<file path="src/rtl/cmd_router_pkg.sv">
// Shared constants and helpers for the command router and its channel FIFOs.
package cmd_router_pkg;

  // Channel-select value that never targets anything.
  localparam int unsigned SEL_IGNORE = 0;

  // Control-space opcode that empties every channel FIFO and clears the drop count.
  localparam logic [7:0] CMD_FLUSH = 8'hFF;

  // Width of the saturating dropped-write counter.
  localparam int unsigned DROP_CNT_W = 16;

  // All-ones select value that addresses control space.
  function automatic int unsigned sel_ctrl(input int unsigned sel_w);
    return (32'd1 << sel_w) - 32'd1;
  endfunction

endpackage

</file>
<file path="src/rtl/cmd_fifo.sv">
// Synchronous show-ahead FIFO. The head entry is visible whenever the FIFO is
// non-empty; the output reads as zero while empty. Flush wins over push and pop.
module cmd_fifo
  import cmd_router_pkg::*;
#(
  parameter int unsigned WIDTH = 16,
  parameter int unsigned DEPTH = 4
) (
  input  logic             clk,
  input  logic             rst_n,
  input  logic             i_flush,
  input  logic             i_wr,
  input  logic [WIDTH-1:0] i_data,
  output logic             o_full,
  output logic             o_empty,
  input  logic             i_rd,
  output logic [WIDTH-1:0] o_data
);

  localparam int unsigned PTR_W = (DEPTH > 1) ? $clog2(DEPTH) : 1;
  localparam int unsigned CNT_W = $clog2(DEPTH + 1);

  logic [WIDTH-1:0] mem_q [DEPTH];
  logic [PTR_W-1:0] wr_ptr_q, wr_ptr_d;
  logic [PTR_W-1:0] rd_ptr_q, rd_ptr_d;
  logic [CNT_W-1:0] cnt_q, cnt_d;
  logic             wr_en;
  logic             rd_en;

  assign o_full  = (cnt_q == CNT_W'(DEPTH));
  assign o_empty = (cnt_q == '0);
  assign wr_en   = i_wr & ~o_full & ~i_flush;
  assign rd_en   = i_rd & ~o_empty & ~i_flush;
  assign o_data  = o_empty ? '0 : mem_q[rd_ptr_q];

  // Pointer and occupancy next-state; DEPTH is a power of two so pointers wrap naturally.
  always_comb begin
    wr_ptr_d = wr_ptr_q;
    rd_ptr_d = rd_ptr_q;
    cnt_d    = cnt_q;
    if (i_flush) begin
      wr_ptr_d = '0;
      rd_ptr_d = '0;
      cnt_d    = '0;
    end else begin
      if (wr_en) wr_ptr_d = wr_ptr_q + PTR_W'(1);
      if (rd_en) rd_ptr_d = rd_ptr_q + PTR_W'(1);
      unique case ({wr_en, rd_en})
        2'b10:   cnt_d = cnt_q + CNT_W'(1);
        2'b01:   cnt_d = cnt_q - CNT_W'(1);
        default: cnt_d = cnt_q;
      endcase
    end
  end

  // Pointer and occupancy state.
  always_ff @(posedge clk or negedge rst_n) begin
    if (!rst_n) begin
      wr_ptr_q <= '0;
      rd_ptr_q <= '0;
      cnt_q    <= '0;
    end else begin
      wr_ptr_q <= wr_ptr_d;
      rd_ptr_q <= rd_ptr_d;
      cnt_q    <= cnt_d;
    end
  end

  // Storage; contents need no reset because the output is masked while empty.
  always_ff @(posedge clk) begin
    if (wr_en) mem_q[wr_ptr_q] <= i_data;
  end

endmodule

</file>
<file path="src/rtl/cmd_router.sv">
// Routes edge-triggered host commands to per-channel register FIFOs, issues
// per-channel control pulses and a global flush, and counts dropped writes.
module cmd_router
  import cmd_router_pkg::*;
#(
  parameter int unsigned NUM_CH     = 2,
  parameter int unsigned ADDR_W     = 16,
  parameter int unsigned DATA_W     = 32,
  parameter int unsigned SEL_LSB    = 8,
  parameter int unsigned SEL_W      = 2,
  parameter int unsigned REG_AW     = 8,
  parameter int unsigned REG_DW     = 8,
  parameter int unsigned FIFO_DEPTH = 4
) (
  input  logic                     clk,
  input  logic                     rst_n,
  input  logic [ADDR_W-1:0]        i_cmd_addr,
  input  logic [DATA_W-1:0]        i_cmd_data,
  input  logic                     i_cmd_wren,
  output logic [NUM_CH*REG_AW-1:0] o_reg_addr,
  output logic [NUM_CH*REG_DW-1:0] o_reg_data,
  output logic [NUM_CH-1:0]        o_reg_valid,
  input  logic [NUM_CH-1:0]        i_reg_ready,
  output logic [NUM_CH-1:0]        o_ch_cmd,
  output logic [DATA_W-1:0]        o_ch_cmd_data,
  output logic [DROP_CNT_W-1:0]    o_drop_cnt
);

  localparam int unsigned  ENTRY_W  = REG_AW + REG_DW;
  localparam logic [SEL_W-1:0] SelCtrl = SEL_W'(sel_ctrl(SEL_W));
  localparam logic [SEL_W-1:0] SelIgn  = SEL_W'(SEL_IGNORE);

  logic                  wren_q;
  logic                  fire;
  logic [SEL_W-1:0]      sel;
  logic [7:0]            op;
  logic                  reg_fire;
  logic                  ctrl_fire;
  logic                  flush;
  logic                  drop;
  logic [NUM_CH-1:0]     push;
  logic [NUM_CH-1:0]     drop_ch;
  logic [NUM_CH-1:0]     full;
  logic [NUM_CH-1:0]     empty;
  logic [NUM_CH-1:0]     ch_cmd_q, ch_cmd_d;
  logic [DATA_W-1:0]     ch_cmd_data_q, ch_cmd_data_d;
  logic [DROP_CNT_W-1:0] drop_cnt_q, drop_cnt_d;
  logic [ENTRY_W-1:0]    wr_entry;
  logic                  unused_addr;

  // Only the select field and the low byte carry meaning.
  assign unused_addr = ^i_cmd_addr;

  assign fire      = i_cmd_wren & ~wren_q;
  assign sel       = i_cmd_addr[SEL_LSB +: SEL_W];
  assign op        = i_cmd_addr[7:0];
  assign reg_fire  = fire && (sel != SelIgn) && (sel != SelCtrl);
  assign ctrl_fire = fire && (sel == SelCtrl);
  assign flush     = ctrl_fire && (op == CMD_FLUSH);
  assign drop      = |drop_ch;
  assign wr_entry  = {i_cmd_addr[REG_AW-1:0], i_cmd_data[REG_DW-1:0]};

  // Per-channel write steering and control-pulse decode.
  always_comb begin
    push     = '0;
    drop_ch  = '0;
    ch_cmd_d = '0;
    for (int unsigned k = 0; k < NUM_CH; k++) begin
      // Fullness is sampled before the edge, so a same-cycle pop cannot rescue a write.
      if (reg_fire && (sel == SEL_W'(k + 1))) begin
        push[k]    = ~full[k];
        drop_ch[k] = full[k];
      end
      ch_cmd_d[k] = ctrl_fire && (op == 8'(k));
    end
  end

  // Control data is latched only for opcodes that actually pulse a channel.
  always_comb begin
    ch_cmd_data_d = ch_cmd_data_q;
    if (ctrl_fire && (32'(op) < NUM_CH)) ch_cmd_data_d = i_cmd_data;
  end

  // Saturating drop counter, cleared by flush.
  always_comb begin
    drop_cnt_d = drop_cnt_q;
    if (flush) begin
      drop_cnt_d = '0;
    end else if (drop && (drop_cnt_q != '1)) begin
      drop_cnt_d = drop_cnt_q + DROP_CNT_W'(1);
    end
  end

  // Edge detect, control outputs and drop counter. The edge detector resets
  // high so a strobe held across reset release needs a fresh rising edge.
  always_ff @(posedge clk or negedge rst_n) begin
    if (!rst_n) begin
      wren_q        <= 1'b1;
      ch_cmd_q      <= '0;
      ch_cmd_data_q <= '0;
      drop_cnt_q    <= '0;
    end else begin
      wren_q        <= i_cmd_wren;
      ch_cmd_q      <= ch_cmd_d;
      ch_cmd_data_q <= ch_cmd_data_d;
      drop_cnt_q    <= drop_cnt_d;
    end
  end

  for (genvar k = 0; k < NUM_CH; k++) begin : gen_ch
    logic [ENTRY_W-1:0] head;

    cmd_fifo #(
      .WIDTH (ENTRY_W),
      .DEPTH (FIFO_DEPTH)
    ) u_fifo (
      .clk     (clk),
      .rst_n   (rst_n),
      .i_flush (flush),
      .i_wr    (push[k]),
      .i_data  (wr_entry),
      .o_full  (full[k]),
      .o_empty (empty[k]),
      .i_rd    (i_reg_ready[k]),
      .o_data  (head)
    );

    assign o_reg_valid[k]                 = ~empty[k];
    assign o_reg_addr[k*REG_AW +: REG_AW] = head[ENTRY_W-1 -: REG_AW];
    assign o_reg_data[k*REG_DW +: REG_DW] = head[REG_DW-1:0];
  end

  assign o_ch_cmd      = ch_cmd_q;
  assign o_ch_cmd_data = ch_cmd_data_q;
  assign o_drop_cnt    = drop_cnt_q;

`ifndef SYNTHESIS
  // At most one channel pulses per control command.
  a_ch_cmd_onehot : assert property (@(posedge clk) disable iff (!rst_n) $onehot0(o_ch_cmd));
`endif

endmodule
</file>
<file path="config.mk">
export PLATFORM = sky130hd
export DESIGN_NAME = cmd_router
export DESIGN_NICKNAME = d
export VERILOG_FILES = /design/src/rtl/cmd_router_pkg.sv /design/src/rtl/cmd_fifo.sv /design/src/rtl/cmd_router.sv
export SDC_FILE = /design/constraint.sdc
export NUM_CORES = 1
export LEC_CHECK = 0
export CAP_MARGIN = 0
export CORE_ASPECT_RATIO = 0.5
export CORE_UTILIZATION = 55
export CTS_BUF_LIST = sky130_fd_sc_hd__clkbuf_8
export DETAILED_ROUTE_END_ITERATION = 10
export PLACE_DENSITY = 0.9
export SLEW_MARGIN = 20
export SYNTH_ARGS = -nofsm -noshare
export SYNTH_HDL_FRONTEND = slang
export SYNTH_HIERARCHICAL = 1
export SYNTH_SLANG_ARGS = --single-unit
</file>
<file path="constraint.sdc">
create_clock -name clk -period 3.6 [get_ports clk]
set_input_delay 0.72 -clock clk [delete_from_list [all_inputs] [get_ports clk]]
set_output_delay 0.72 -clock clk [all_outputs]
set_load 0.05 [all_outputs]
</file>
==> results.md <==
* Status: finished clean
* Commonest cells after routing, fill and taps aside: 129 x clkdlybuf4s50_1, 128 x edfxtp_1, 64 x dfrtp_1, 37 x and2_1, 32 x mux4_2
* WHS at 0.410 ns
* Post-route ant nets at 0
* Gpl congestion at between 0.8 and 0.9
* Final setup TNS at 0 ns
* Mapped Area at a little over 0.008 mm2
* Fin util at 70.6%
* Initial Utilization at 56.9%
* Non-filler cells, final at just under 900
* Slew HR at 42.1%
* # H-tree levels at 4
* Largest area contributor in the netlist: edfxtp_1
* Critical Path Start Type: flip-flop
* Worst-path clk slew at 0.11 ns
* First-pass GRT wire length at 27400 um
* Slew Viols, Final at 0
* Vias per cell at 5.72
* Via count at 5003
* Period utilization at between 90% and 100%
* Overall Power at 7070 uW
* Nets at 728
* Initial DRC count at 330
* Most common cell after layout, fill and taps aside: clkdlybuf4s50_1
* # setup viols final at 0
* Post-layout min period at between 3 and 4 ns
* Worst Tran Pin Value at 0.869 ns
* RSZ-0062 raised after global routing: no
* Placed insts at 843
* Core area at 0.0146 mm2
* Largest net degree at the start of global routing at between 60 and 70
* CP Capture Type: output port
* Die H at 88.8 um
* Pwr dens at 686 mW/mm2
* Post-DR wirelength/cell at 20.2 um
* Row cnt at 31
* Overflow after GRT at 0
* Antenna violations before repair at 0
* Post-synth ARST share at around a third
* Kind of critical path: flip-flop to output port
* Simple-gate share of the synthesized area at 9.76%
* Yosys reg bits at 193
* Hold crit path type: primary input to async pin
* Fill count at 938
* Clk sinks at between 150 and 200
* Mapped Nets at 582
* I/O Buffers at 130
* Largest family of logic cells by synthesized area: multiplexers
* Mux contribution to synthesized area at 13.8%
* Yosys warning total at 6
* Worst-path maximum fanout at 18
* Synth Instances at a little over 500
* Main synth FF type: edfxtp_1
* CTS tree: yes
* Post-route DRC at 0
* Diode count at 0
* Die Footprint at 0.0156 mm2
* Clk buf depth at 2
* Setup repair bufs after CTS at 0
* Total routed wirelength at 17700 um
* Final Hold Fails at 0
* Worst Path Arrival at 2.72 ns
* Area Growth Syn to Fin at 24.2%
* Area contributors post-synth: edfxtp_1 46%, dfrtp_1 19%, mux4_2 8.7%
* Die Wd at about 180 um
* Setup Skew at roughly 0.020 ns
* Area share of fa/ha/maj cells after synthesis at 1.84%
* Post-synthesis compound-gate area fraction at 4.74%
* Ports at approximately 140
* Maximum clock rate at between 200 and 300 MHz
* Required time worst endpoint at 2.88 ns
* Vias in the first global route at 5120
* GR Util All Layers at 24.0%
* P_leak at between 0.003 and 0.004 uW
* VDD IR max at 0.294 mV
* Post-synthesis xor/xnor area fraction at 1.16%
* Layout cells sized above 1 at between 15 and 20%
* Root Buffer: clkbuf_8
* Router iterations before antenna repair at 5
* Synth top area share at 46.3%
* Synth unique cells at 61
* Mean post-synth cell area at 16.0 um2
* Num CTS Buffers at 17
* Post-synth EDFFs at 128
* Clock Latency Late Sink at 0.46 ns
* HPWL after DPL at 11800 um
* Max capacitance violation total at 0
* Register area share after synthesis at 66.0%
* Number of hold buffers added after CTS at 0
## cells by family after synthesis
kind of cell / Yosys count
AOI/OAI and AO/OA: 53
xor gates and xnor gates: 11
adders and majority gates: 11
buffers and inverters: 44
DFF: 193
muxes: 70
and+or+nand+nor: 136
## synthesized netlist by cell type, types with 9 or more instances
library cell,instances
edfxtp_1,128
dfrtp_1,64
and2_1,37
mux4_2,32
mux2_2,27
buf_2,17
inv_1,17
nand2_1,17
nor2_1,17
nand3_1,16
o21ai_0,11
a21oi_1,10
xor2_1,10
ha_1,9
## final cells by class
| cell class | instances | area, um2 | share of cell area [%] |
|---|---|---|---|
| sequential | 193 | 5470 | 53.1 |
| multi-input combinational | 281 | 2620 | 25.4 |
| timing repair buffer | 154 | 1480 | 14.3 |
| tap | 198 | 248 | 2.40 |
| clock buffer | 17 | 234 | 2.27 |
| clock inverter | 15 | 188 | 1.82 |
| inverter | 17 | 63.8 | 0.619 |
## per-stage QoR
stage / setup WS [ns] / area (um2)
finish: 0.163 / 10300
global route: 0.00798 / 10300
CTS: 0.124 / 10300
detailed placement: 0.211 / 9880
global placement: 0.338 / 9880
floorplan: 0.306 / 8290
## final timing paths
check                                                           start                                       end  slack [ns]  cells past startpoint
worst max register to register  gen_ch[1].u_fifo/cnt_q[0]$_DFFE_PN0P_     gen_ch[1].u_fifo/cnt_q[1]$_DFFE_PN0P_        0.65                      8
max in group asynchronous                                       rst_n             o_ch_cmd_data[25]$_DFFE_PN0P_        2.56                      2
min in group clk                         o_ch_cmd_data[8]$_DFFE_PN0P_              o_ch_cmd_data[8]$_DFFE_PN0P_        0.50                      1
worst min register to register           o_ch_cmd_data[8]$_DFFE_PN0P_              o_ch_cmd_data[8]$_DFFE_PN0P_        0.50                      1
worst min-delay path                                            rst_n  gen_ch[0].u_fifo/rd_ptr_q[1]$_DFFE_PN0P_        0.41                      2
worst max-delay path            gen_ch[0].u_fifo/cnt_q[0]$_DFFE_PN0P_                             o_reg_data[0]        0.16                      3
## state kept, by name (all words and copies together), names as in the netlist
signal	count
gen_ch.u_fifo/mem_q	128
o_ch_cmd_data	32
o_drop_cnt	16
gen_ch.u_fifo/cnt_q	6
gen_ch.u_fifo/rd_ptr_q	4
gen_ch.u_fifo/wr_ptr_q	4
o_ch_cmd	2
wren_q	1
## worst max-delay path, stage by stage, from the launching register on
cell and delay, ns:
dfrtp_1 0.63, or3_1 0.60, and2_1 0.23, clkdlybuf4s50_1 0.81
## metal layers
| layer | part of all wire (%) | wire length [um] | track usage [%] | vias up |
|---|---|---|---|---|
| met5 | 0 | 0 | 0 | - |
| met4 | 2.2 | 381 | 9.96 | 0 |
| met3 | 6.1 | 1080 | 4.73 | 30 |
| met2 | 50 | 8860 | 40.9 | 202 |
| met1 | 42 | 7350 | 30.9 | 2510 |
| li1 | - | - | - | 2261 |
## report_power, final
group	total, uW	leakage, uW	internal [uW]	switching (uW)
clock network	1440	0.000209	594	850
logic	2940	0.00165	1160	1790
registers	2680	0.00202	2500	181
total	7070	0.00388	4250	2820
## what timing repair did
item,in CTS,in global routing
setup endpoints to repair,0,1
hold endpoints to repair,0,0
resized for setup,0,1
No activity file was read; power rests on OpenSTA's default activity.
